### config.mk
export PLATFORM = sky130hd
export DESIGN_NAME = fs_mp_seq_flat
export DESIGN_NICKNAME = d
export VERILOG_FILES = /design/src/rtl/fs_pkg.sv /design/src/rtl/fs_mp_seq_if.sv /design/src/rtl/fs_Nb.sv /design/src/rtl/fs_mp_seq.sv /design/src/flat_wrapper.sv
export SDC_FILE = /design/constraint.sdc
export NUM_CORES = 1
export LEC_CHECK = 0
export ABC_AREA = 1
export BUFFER_PORTS_ARGS = -buffer_cell sky130_fd_sc_hd__clkbuf_2
export CAP_MARGIN = 15
export CORE_MARGIN = 10
export CORE_UTILIZATION = 36
export CTS_BUF_LIST = sky130_fd_sc_hd__clkbuf_8
export CTS_CLUSTER_DIAMETER = 30
export DETAILED_ROUTE_END_ITERATION = 8
export PLACE_DENSITY = 0.63
export SLEW_MARGIN = 10
export SYNTH_ARGS = -nofsm -noshare
export SYNTH_HDL_FRONTEND = slang
export SYNTH_HIERARCHICAL = 1
export SYNTH_SLANG_ARGS = --single-unit
export TNS_END_PERCENT = 50
### constraint.sdc
create_clock -name CLK -period 3.9 [get_ports CLK]
set_clock_uncertainty 0.1 [all_clocks]
set_input_delay 0.78 -clock CLK [delete_from_list [all_inputs] [get_ports CLK]]
set_output_delay 0.78 -clock CLK [all_outputs]
set_load 0.05 [all_outputs]
### src/rtl/fs_pkg.sv
// Shared types for the multi-precision subtract sequencer.
// Holds the FSM encoding and the operand word-select helper.
package fs_pkg;

  typedef enum logic [1:0] {
    FS_IDLE = 2'd0,
    FS_RUN  = 2'd1,
    FS_DONE = 2'd2
  } fs_state_e;

  // Bit offset of word idx inside a packed operand.
  function automatic int unsigned word_lo(
    input int unsigned idx,
    input int unsigned width
  );
    return idx * width;
  endfunction

endpackage

### src/rtl/fs_mp_seq_if.sv
// Request/result handshake bundle of the subtract sequencer.
// master = requester/consumer side, slave = sequencer side.
interface fs_mp_seq_if #(
  parameter int WIDTH = 4,
  parameter int WORDS = 4
);
  logic                   START_VALID;
  logic                   START_READY;
  logic [WIDTH*WORDS-1:0] OP_A;
  logic [WIDTH*WORDS-1:0] OP_B;
  logic                   BORROW_IN;
  logic                   ABORT;
  logic                   RES_VALID;
  logic                   RES_READY;
  logic [WIDTH*WORDS-1:0] RESULT;
  logic                   BORROW_OUT;
  logic                   ZERO;
  logic                   BUSY;

  modport master (
    output START_VALID, OP_A, OP_B, BORROW_IN,
    output ABORT, RES_READY,
    input  START_READY, RES_VALID, RESULT,
    input  BORROW_OUT, ZERO, BUSY
  );

  modport slave (
    input  START_VALID, OP_A, OP_B, BORROW_IN,
    input  ABORT, RES_READY,
    output START_READY, RES_VALID, RESULT,
    output BORROW_OUT, ZERO, BUSY
  );
endinterface

### src/rtl/fs_Nb.sv
// WIDTH-bit full subtractor slice: DIFF = IN0 - IN1 - BORROW_IN.
// BORROW_OUT is the sign bit of the one-bit-wider difference.
module fs_Nb #(
  parameter int WIDTH = 4
) (
  input  logic [WIDTH-1:0] IN0,
  input  logic [WIDTH-1:0] IN1,
  input  logic             BORROW_IN,
  output logic [WIDTH-1:0] DIFF,
  output logic             BORROW_OUT
);
  logic [WIDTH:0] full;

  assign full = {1'b0, IN0}
              - {1'b0, IN1}
              - {{WIDTH{1'b0}}, BORROW_IN};

  assign DIFF       = full[WIDTH-1:0];
  assign BORROW_OUT = full[WIDTH];
endmodule

### src/rtl/fs_mp_seq.sv
// Multi-precision subtract sequencer: one WIDTH-bit slice,
// one word per cycle, LS word first, borrow carried in brw_q.
module fs_mp_seq
  import fs_pkg::*;
#(
  parameter int WIDTH = 4,
  parameter int WORDS = 4
) (
  input logic        CLK,
  input logic        RSTn,
  fs_mp_seq_if.slave bus
);
  localparam int N     = WIDTH * WORDS;
  localparam int IDX_W = (WORDS > 1) ? $clog2(WORDS) : 1;
  localparam int LO_W  = (N > 1) ? $clog2(N) : 1;
  localparam logic [IDX_W-1:0] LAST = IDX_W'(WORDS - 1);

  fs_state_e        state_q;
  logic [IDX_W-1:0] idx_q;
  logic             brw_q;
  logic [N-1:0]     a_q, b_q;
  logic [N-1:0]     res_q, res_d;
  logic             bout_q, zero_q, vld_q;

  logic [LO_W-1:0]  lo;
  logic [WIDTH-1:0] a_w, b_w, diff;
  logic             sbor;

  assign lo  = LO_W'(word_lo(32'(idx_q), WIDTH));
  assign a_w = a_q[lo +: WIDTH];
  assign b_w = b_q[lo +: WIDTH];

  fs_Nb #(.WIDTH(WIDTH)) u_slice (
    .IN0        (a_w),
    .IN1        (b_w),
    .BORROW_IN  (brw_q),
    .DIFF       (diff),
    .BORROW_OUT (sbor)
  );

  always_comb begin
    res_d            = res_q;
    res_d[lo +: WIDTH] = diff;
  end

  always_ff @(posedge CLK or negedge RSTn) begin
    if (!RSTn) begin
      state_q <= FS_IDLE;
      idx_q   <= '0;
      brw_q   <= 1'b0;
      a_q     <= '0;
      b_q     <= '0;
      res_q   <= '0;
      bout_q  <= 1'b0;
      zero_q  <= 1'b0;
      vld_q   <= 1'b0;
    end else if (bus.ABORT) begin
      state_q <= FS_IDLE;
      idx_q   <= '0;
      brw_q   <= 1'b0;
      res_q   <= '0;
      bout_q  <= 1'b0;
      zero_q  <= 1'b0;
      vld_q   <= 1'b0;
    end else begin
      unique case (state_q)
        FS_IDLE: begin
          if (bus.START_VALID) begin
            a_q     <= bus.OP_A;
            b_q     <= bus.OP_B;
            brw_q   <= bus.BORROW_IN;
            idx_q   <= '0;
            state_q <= FS_RUN;
          end
        end
        FS_RUN: begin
          res_q <= res_d;
          brw_q <= sbor;
          if (idx_q == LAST) begin
            // all words are final on this edge
            bout_q  <= sbor;
            zero_q  <= (res_d == '0);
            vld_q   <= 1'b1;
            idx_q   <= '0;
            state_q <= FS_DONE;
          end else begin
            idx_q <= idx_q + IDX_W'(1);
          end
        end
        FS_DONE: begin
          if (bus.RES_READY) begin
            vld_q   <= 1'b0;
            state_q <= FS_IDLE;
          end
        end
        default: state_q <= FS_IDLE;
      endcase
    end
  end

  assign bus.START_READY = (state_q == FS_IDLE);
  assign bus.BUSY        = (state_q != FS_IDLE);
  assign bus.RES_VALID   = vld_q;
  assign bus.RESULT      = res_q;
  assign bus.BORROW_OUT  = bout_q;
  assign bus.ZERO        = zero_q;
endmodule

### src/flat_wrapper.sv
// flat-port wrapper written by rule: the top's interface ports become plain ports
module fs_mp_seq_flat import fs_pkg::*;
#(
  parameter int WIDTH = 4,
  parameter int WORDS = 4
)
  (CLK, RSTn, bus_START_VALID, bus_OP_A, bus_OP_B, bus_BORROW_IN, bus_ABORT, bus_RES_READY, bus_START_READY, bus_RES_VALID, bus_RESULT, bus_BORROW_OUT, bus_ZERO, bus_BUSY);
  fs_mp_seq_if #(.WIDTH(WIDTH), .WORDS(WORDS)) bus_i ();
  input logic CLK;
  input logic RSTn;
  input wire logic [$bits(bus_i.START_VALID)-1:0] bus_START_VALID;
  input wire logic [$bits(bus_i.OP_A)-1:0] bus_OP_A;
  input wire logic [$bits(bus_i.OP_B)-1:0] bus_OP_B;
  input wire logic [$bits(bus_i.BORROW_IN)-1:0] bus_BORROW_IN;
  input wire logic [$bits(bus_i.ABORT)-1:0] bus_ABORT;
  input wire logic [$bits(bus_i.RES_READY)-1:0] bus_RES_READY;
  output wire logic [$bits(bus_i.START_READY)-1:0] bus_START_READY;
  output wire logic [$bits(bus_i.RES_VALID)-1:0] bus_RES_VALID;
  output wire logic [$bits(bus_i.RESULT)-1:0] bus_RESULT;
  output wire logic [$bits(bus_i.BORROW_OUT)-1:0] bus_BORROW_OUT;
  output wire logic [$bits(bus_i.ZERO)-1:0] bus_ZERO;
  output wire logic [$bits(bus_i.BUSY)-1:0] bus_BUSY;
  assign bus_i.START_VALID = bus_START_VALID;
  assign bus_i.OP_A = bus_OP_A;
  assign bus_i.OP_B = bus_OP_B;
  assign bus_i.BORROW_IN = bus_BORROW_IN;
  assign bus_i.ABORT = bus_ABORT;
  assign bus_i.RES_READY = bus_RES_READY;
  assign bus_START_READY = bus_i.START_READY;
  assign bus_RES_VALID = bus_i.RES_VALID;
  assign bus_RESULT = bus_i.RESULT;
  assign bus_BORROW_OUT = bus_i.BORROW_OUT;
  assign bus_ZERO = bus_i.ZERO;
  assign bus_BUSY = bus_i.BUSY;
  fs_mp_seq #(.WIDTH(WIDTH), .WORDS(WORDS)) u_core (.CLK(CLK), .RSTn(RSTn), .bus(bus_i));
endmodule
After elaboration in Yosys (flattened, before gate mapping)
Cells that the tools add are included.
Word-level totals
  flip-flop bits (word level): 56
  logic and storage cells: 61
  input port bits: 38
Operators by class
  bitwise gates (word level): 1
  add/sub/neg operators: 4
  equal/unequal tests: 6
  reductions and logical operators: 12
  shifts and indexed selects: 4
  multiplexer cells: 25
Operator list (number)
  $mux 16: 2
  $shiftx 16x5->4: 2
  $bwmux 16: 1
  $logic_not 16->1: 1
  $shift 4x6->16 const A: 1
  $shiftx 4x6->16: 1
  $mux 2: 7
  $mux 1: 11
  $reduce_and 3->1: 3
  $ne 3x3->1 const B: 2
  $neg 4->6: 1
  $pmux 2 s3: 1
  $reduce_bool 2->1: 3
  $reduce_bool 3->1: 2
  $sub 4x4->5: 1
  $sub 5x1->5: 1
  $eq 2x2->1 const B: 2
  $pmux 1 s2: 2
  $pmux 2 s2: 1
  $reduce_and 2->1: 2
  $ne 3x2->1 const B: 1
  $add 2x1->2 const B: 1
  $eq 2x1->1 const B: 1
  $logic_not 2->1: 1
  $not 1->1: 1

Longest topological paths before layout
  depth after elaboration: 9
  depth in mapped cells: 22

Cells and area by module
The synthesis kept the hierarchy.
Modules (own cells, without submodules)
  fs_mp_seq: seq. area each 1401.3 µm², cells each 291, times used 1, area an instance 2916.5 µm²
  fs_Nb: seq. area each 0.0 µm², cells each 35, times used 1, area an instance 230.2 µm²

Least setup slack after synthesis
Ideal clock, no wire load.
  path type: reg2reg
  start: reg u_core.idx_q[0]
  end: reg u_core.zero_q, in the netlist u_core/bus.ZERO
  arrival time: 2661 ps
  library setup time: 118 ps
  path slack: 1021 ps
  path buffers: 2
  stages on the path, launching flop included: 20
  period minus slack after synthesis: 2879 ps
  cell sequence: dfrtp_1 -> inv_1 -> buf_2 -> buf_2 -> nor2_1 -> o22ai_1 -> inv_1 -> fa_1 -> inv_1 -> ha_1 -> o21ai_1 -> nand3_1 -> nand2_1 -> nand2_1 -> o21ai_0 -> nor2_1 -> nand2_1 -> nor2_1 -> nand3_1 -> nand2_1
On the way
  word-level cells in the longest chain between the ends: 9
  elaborated cells on any way between the ends: 15
  classes of those cells: add/sub (3); eq/ne (1); shift (4); mux (4); reduce/logical (3)
RTL lines
  start, declared: RTL line fs_mp_seq.sv:19  | logic [IDX_W-1:0] idx_q;
  start signal, assigned: RTL line fs_mp_seq.sv:87  | idx_q <= idx_q + IDX_W'(1);
  $shiftx 16x5->4: RTL line fs_mp_seq.sv:31  | assign b_w = b_q[lo +: WIDTH];
  named net u_core.b_w[0]: RTL line fs_mp_seq.sv:26  | logic [WIDTH-1:0] a_w, b_w, diff;
  $sub 4x4->5: RTL line fs_Nb.sv:15  | - {1'b0, IN1}
  $sub 5x1->5: RTL line fs_Nb.sv:16  | - {{WIDTH{1'b0}}, BORROW_IN};
  named net u_core.diff[3]: RTL line fs_mp_seq.sv:26
  $shiftx 4x6->16: RTL line fs_mp_seq.sv:43  | res_d[lo +: WIDTH] = diff;
  $bwmux 16: RTL line fs_mp_seq.sv:43
  $logic_not 16->1: RTL line fs_mp_seq.sv:82  | zero_q <= (res_d == '0);
  $mux 1: RTL line fs_mp_seq.sv:79  | if (idx_q == LAST) begin
  $mux 1: RTL line fs_mp_seq.sv:66  | unique case (state_q)
  $mux 1: RTL line fs_mp_seq.sv:57  | end else if (bus.ABORT) begin
  end signal, assigned: RTL line fs_mp_seq.sv:82
  end, declared: RTL line fs_mp_seq.sv:23  | logic bout_q, zero_q, vld_q;
The timed path passes the listed nets, and every way through them passes these cells. The select of a mux whose other input is x is not followed.
A chain may end at the register's enable or synchronous reset.

Final worst setup path
Same ends and word-level chain as after synthesis.

==> metrics.txt <==
Final Core Density=42.3%; r2r startpoint=u_core/idx_q[0]; clk_lat worst skew=0.31 ns; leak pwr=just under 2 nW; Max Clock Freq=0.324 GHz; XOR/XNOR Fraction of Synth Area=0.278%; multi-input logic area=around 0.0015 mm²; post-synthesis sequential area ratio=between 40 and 50%; number of diodes=0; Final min period=a little over 3 ns; ys async rst share=100%; Die ar.=0.0129 mm²; worst min-delay path class=reg -> reg; status=completed; Mapped Area=about 0.0031 mm²; Critical Path RT=4.01 ns; Final HPWL DP=approximately 5800 µm; TritonRoute pass-1 iters=4; Max clock buf depth=2; routed wl met3=roughly 450 µm; cell row count=34; cell-internal power=1.13 mW; TritonCTS clock tree=yes; fin crit share=between 70% and 80%; synth cell count leaders=nand2_1 (59), dfrtp_1 (56), inv_1 (39); TNS Setup=0 ns; clk slew on worst S/H paths=around 0.10 ns; worst IR drop on VDD=about 0.18 mV; clock share of power=between 20% and 30%; Yosys warnings=6; Compound-Gate Fraction of Synth Area=between 10 and 15%; Final nets=between 400 and 500; relative slew slack=roughly two fifths; Worst setup SP type=register; Chip Width=between 100 and 150 µm; total number of vias=~2400; CTS Root Cell=clkbuf_8; Syn Nets=378; Hold Violations, Final=0; Synth Area in Adders=under 10%; Routed WL per cell=14.8 µm; ANT nets after route=0; Setup crit start=u_core/idx_q[0]; EDFF count, synth=0; TritonCTS sink count=56; drt drc=0; post-cts resize count=0; slowest stage cell, crit path=fa_1; DRT iter0 DRCs=80; mux cell area share after synthesis=between 10% and 20%; Die Y=approximately 110 µm; CTS buffer count=5; M1 WL=around 3300 µm; Sw Pwr=between 0.5 and 0.6 mW; Simple-Gate Fraction of Synth Area=around 16%; hold_sp=u_core/bus.BORROW_OUT; GP Congestion=0.927; largest family of logic cells by synthesized area=simple AND/OR/NAND/NOR gates; largest cells by area after synthesis=dfrtp_1 (45%), mux2_4 (14%), nand2_1 (7.0%); Buffers on Ports=58; first-pass GRT wire length=between 10000 and 15000 µm; max-slew violations=0; Setup Fix Bufs, Post-CTS=0; WL final=around 7300 µm; power share of the sequential group=between 40% and 50%; grt total ovfl=0; initial antenna violation count=0; met2 WL=3510 µm; Pwr per Cell Area=~470 mW/mm²; Arr. time, crit path=~3.2 ns; Max FO, Critical Path=13; # setup viols final=0; most frequent cell after synthesis=nand2_1; CTS Hold Buffers Added=0; Worst setup EP type=register; worst-path cell chain=buf_4 > inv_1 > o21ai_0 > o22ai_1 > inv_1 > fa_1 > inv_1 > ha_1 > o21ai_1 > nand3_1 > nand2_1 > nand2_1 > o21ai_0 > nor2_1 > nand2_1 > nor2_1 > nand3_1 > nand2_1; Yosys top cell area share=44.5%; cell taking the most area after synthesis=dfrtp_1; Unique masters post-synth=30; Vias per Instance=4.83; I/O pin count=between 50 and 60; H-tree depth=2; unrepaired setup endpoints after global routing=false; CP Class=reg -> reg; vias in the first global route=roughly 2500; layout cells sized above 1=28.4%; Core Footprint=roughly 0.0086 mm²; register area=~0.0014 mm²; Avg Cell Area, Syn=9.65 µm²; prevailing post-synth register cell=dfrtp_1; Comb power frac=36.2%; maxcap violations=0; cell mode on critical path=nand2_1; fill count=~840; synth-to-layout area growth=15.6%; largest net degree at the start of global routing=37; top layer in use=met4; total global-route track usage=roughly 11%; Syn Inst Count=about 330; Initial Util=a little over a third; worst slew pin tran=0.893 ns; register bit total from synthesis=56; switching share of power=between 30% and 40%; crit-path max cell delay=0.53 ns
[per-layer routing]
layer	track usage, %	vias to the layer above
met5	0	-
met4	2.62	0
met3	3.52	6
met2	18.7	62
met1	14.6	1132
li1	-	1196
[power groups by stage]
stage / clock network, mW / registers, mW / logic (mW)
CTS: 0.388 / 0.725 / 0.630
detailed placement: 0 / 0.736 / 0.629
global placement: 0 / 0.735 / 0.612
global route: 0.408 / 0.737 / 0.714
finish: 0.375 / 0.724 / 0.625
floorplan: 0 / 0.747 / 0.459
[layout by cell type (no fill, tap or decap), types with 2 or more instances in the layout]
master / n
fa_1: 2
o21ai_0: 29
nand2_1: 59
inv_1: 40
ha_1: 12
nor2_4: 2
nand2_4: 2
mux2_4: 29
a22o_1: 9
o22ai_1: 14
nor2_1: 35
buf_4: 5
nand3_1: 10
inv_2: 2
clkbuf_2: 58
mux2_2: 3
dfrtp_1: 56
clkbuf_8: 5
a21oi_1: 4
[path summary, 6_finish.rpt]
check | end | slack [ns] | cells past startpoint
max | u_core/bus.ZERO | 0.81 | 18
min | u_core/bus.BORROW_OUT | 0.40 | 2
max reg2reg | u_core/bus.ZERO | 0.81 | 18
min reg2reg | u_core/bus.BORROW_OUT | 0.40 | 2
max in group asynchronous | u_core/a_q[1] | 2.41 | 2
min in group asynchronous | u_core/b_q[2] | 0.48 | 1
[sequential cells by signal, summed over array words and instances (netlist names)]
| signal | count |
|---|---|
| u_core/state_q | 2 |
| u_core/b_q | 16 |
| u_core/bus.BORROW_OUT | 1 |
| u_core/bus.ZERO | 1 |
| u_core/bus.RESULT | 16 |
| u_core/idx_q | 2 |
| u_core/a_q | 16 |
| u_core/bus.RES_VALID | 1 |
| u_core/brw_q | 1 |
[stage by stage]
| stage | setup slack [ns] | total power, mW | instance area [µm²] | hold slack, ns | std cells |
|---|---|---|---|---|---|
| 2_1_floorplan | 1.02 | 1.21 | 3150 | 0.374 | 326 |
| 3_3_place_gp | 0.964 | 1.35 | 3530 | 0.390 | 488 |
| 3_5_place_dp | 0.847 | 1.36 | 3530 | 0.387 | 488 |
| 4_1_cts | 0.846 | 1.74 | 3640 | 0.411 | 496 |
| 5_1_grt | 0.512 | 1.86 | 3640 | 0.427 | 496 |
| 6_report | 0.815 | 1.72 | 3640 | 0.404 | 496 |
[cell families (layout without fill, tap and decap cells)]
kind of cell,Yosys count,in the layout
compound gates,59,59
xor+xnor,1,1
fa+ha+maj,14,14
buf+inv,51,113
flops,56,56
mux,32,32
simple gates,113,113
[critical path, delay by kind of cell (launching register included)]
kind / cells / cell delay, ns
and+or+nand+nor: 8 / 0.59
adders and majority gates: 2 / 0.70
DFF: 1 / 0.39
buffers and inverters: 4 / 0.52
AOI/OAI and AO/OA: 4 / 0.67
[final cells by class]
cell class	instances	area share, %
Sequential cell	56	38.5
Clock buffer	5	1.89
Tap cell	108	3.71
Timing Repair Buffer	63	9.01
Multi-Input combinational cell	219	41.5
Inverter	42	4.33
Clock inverter	3	1.07
Note: power is estimated with default switching activity, not from simulation.
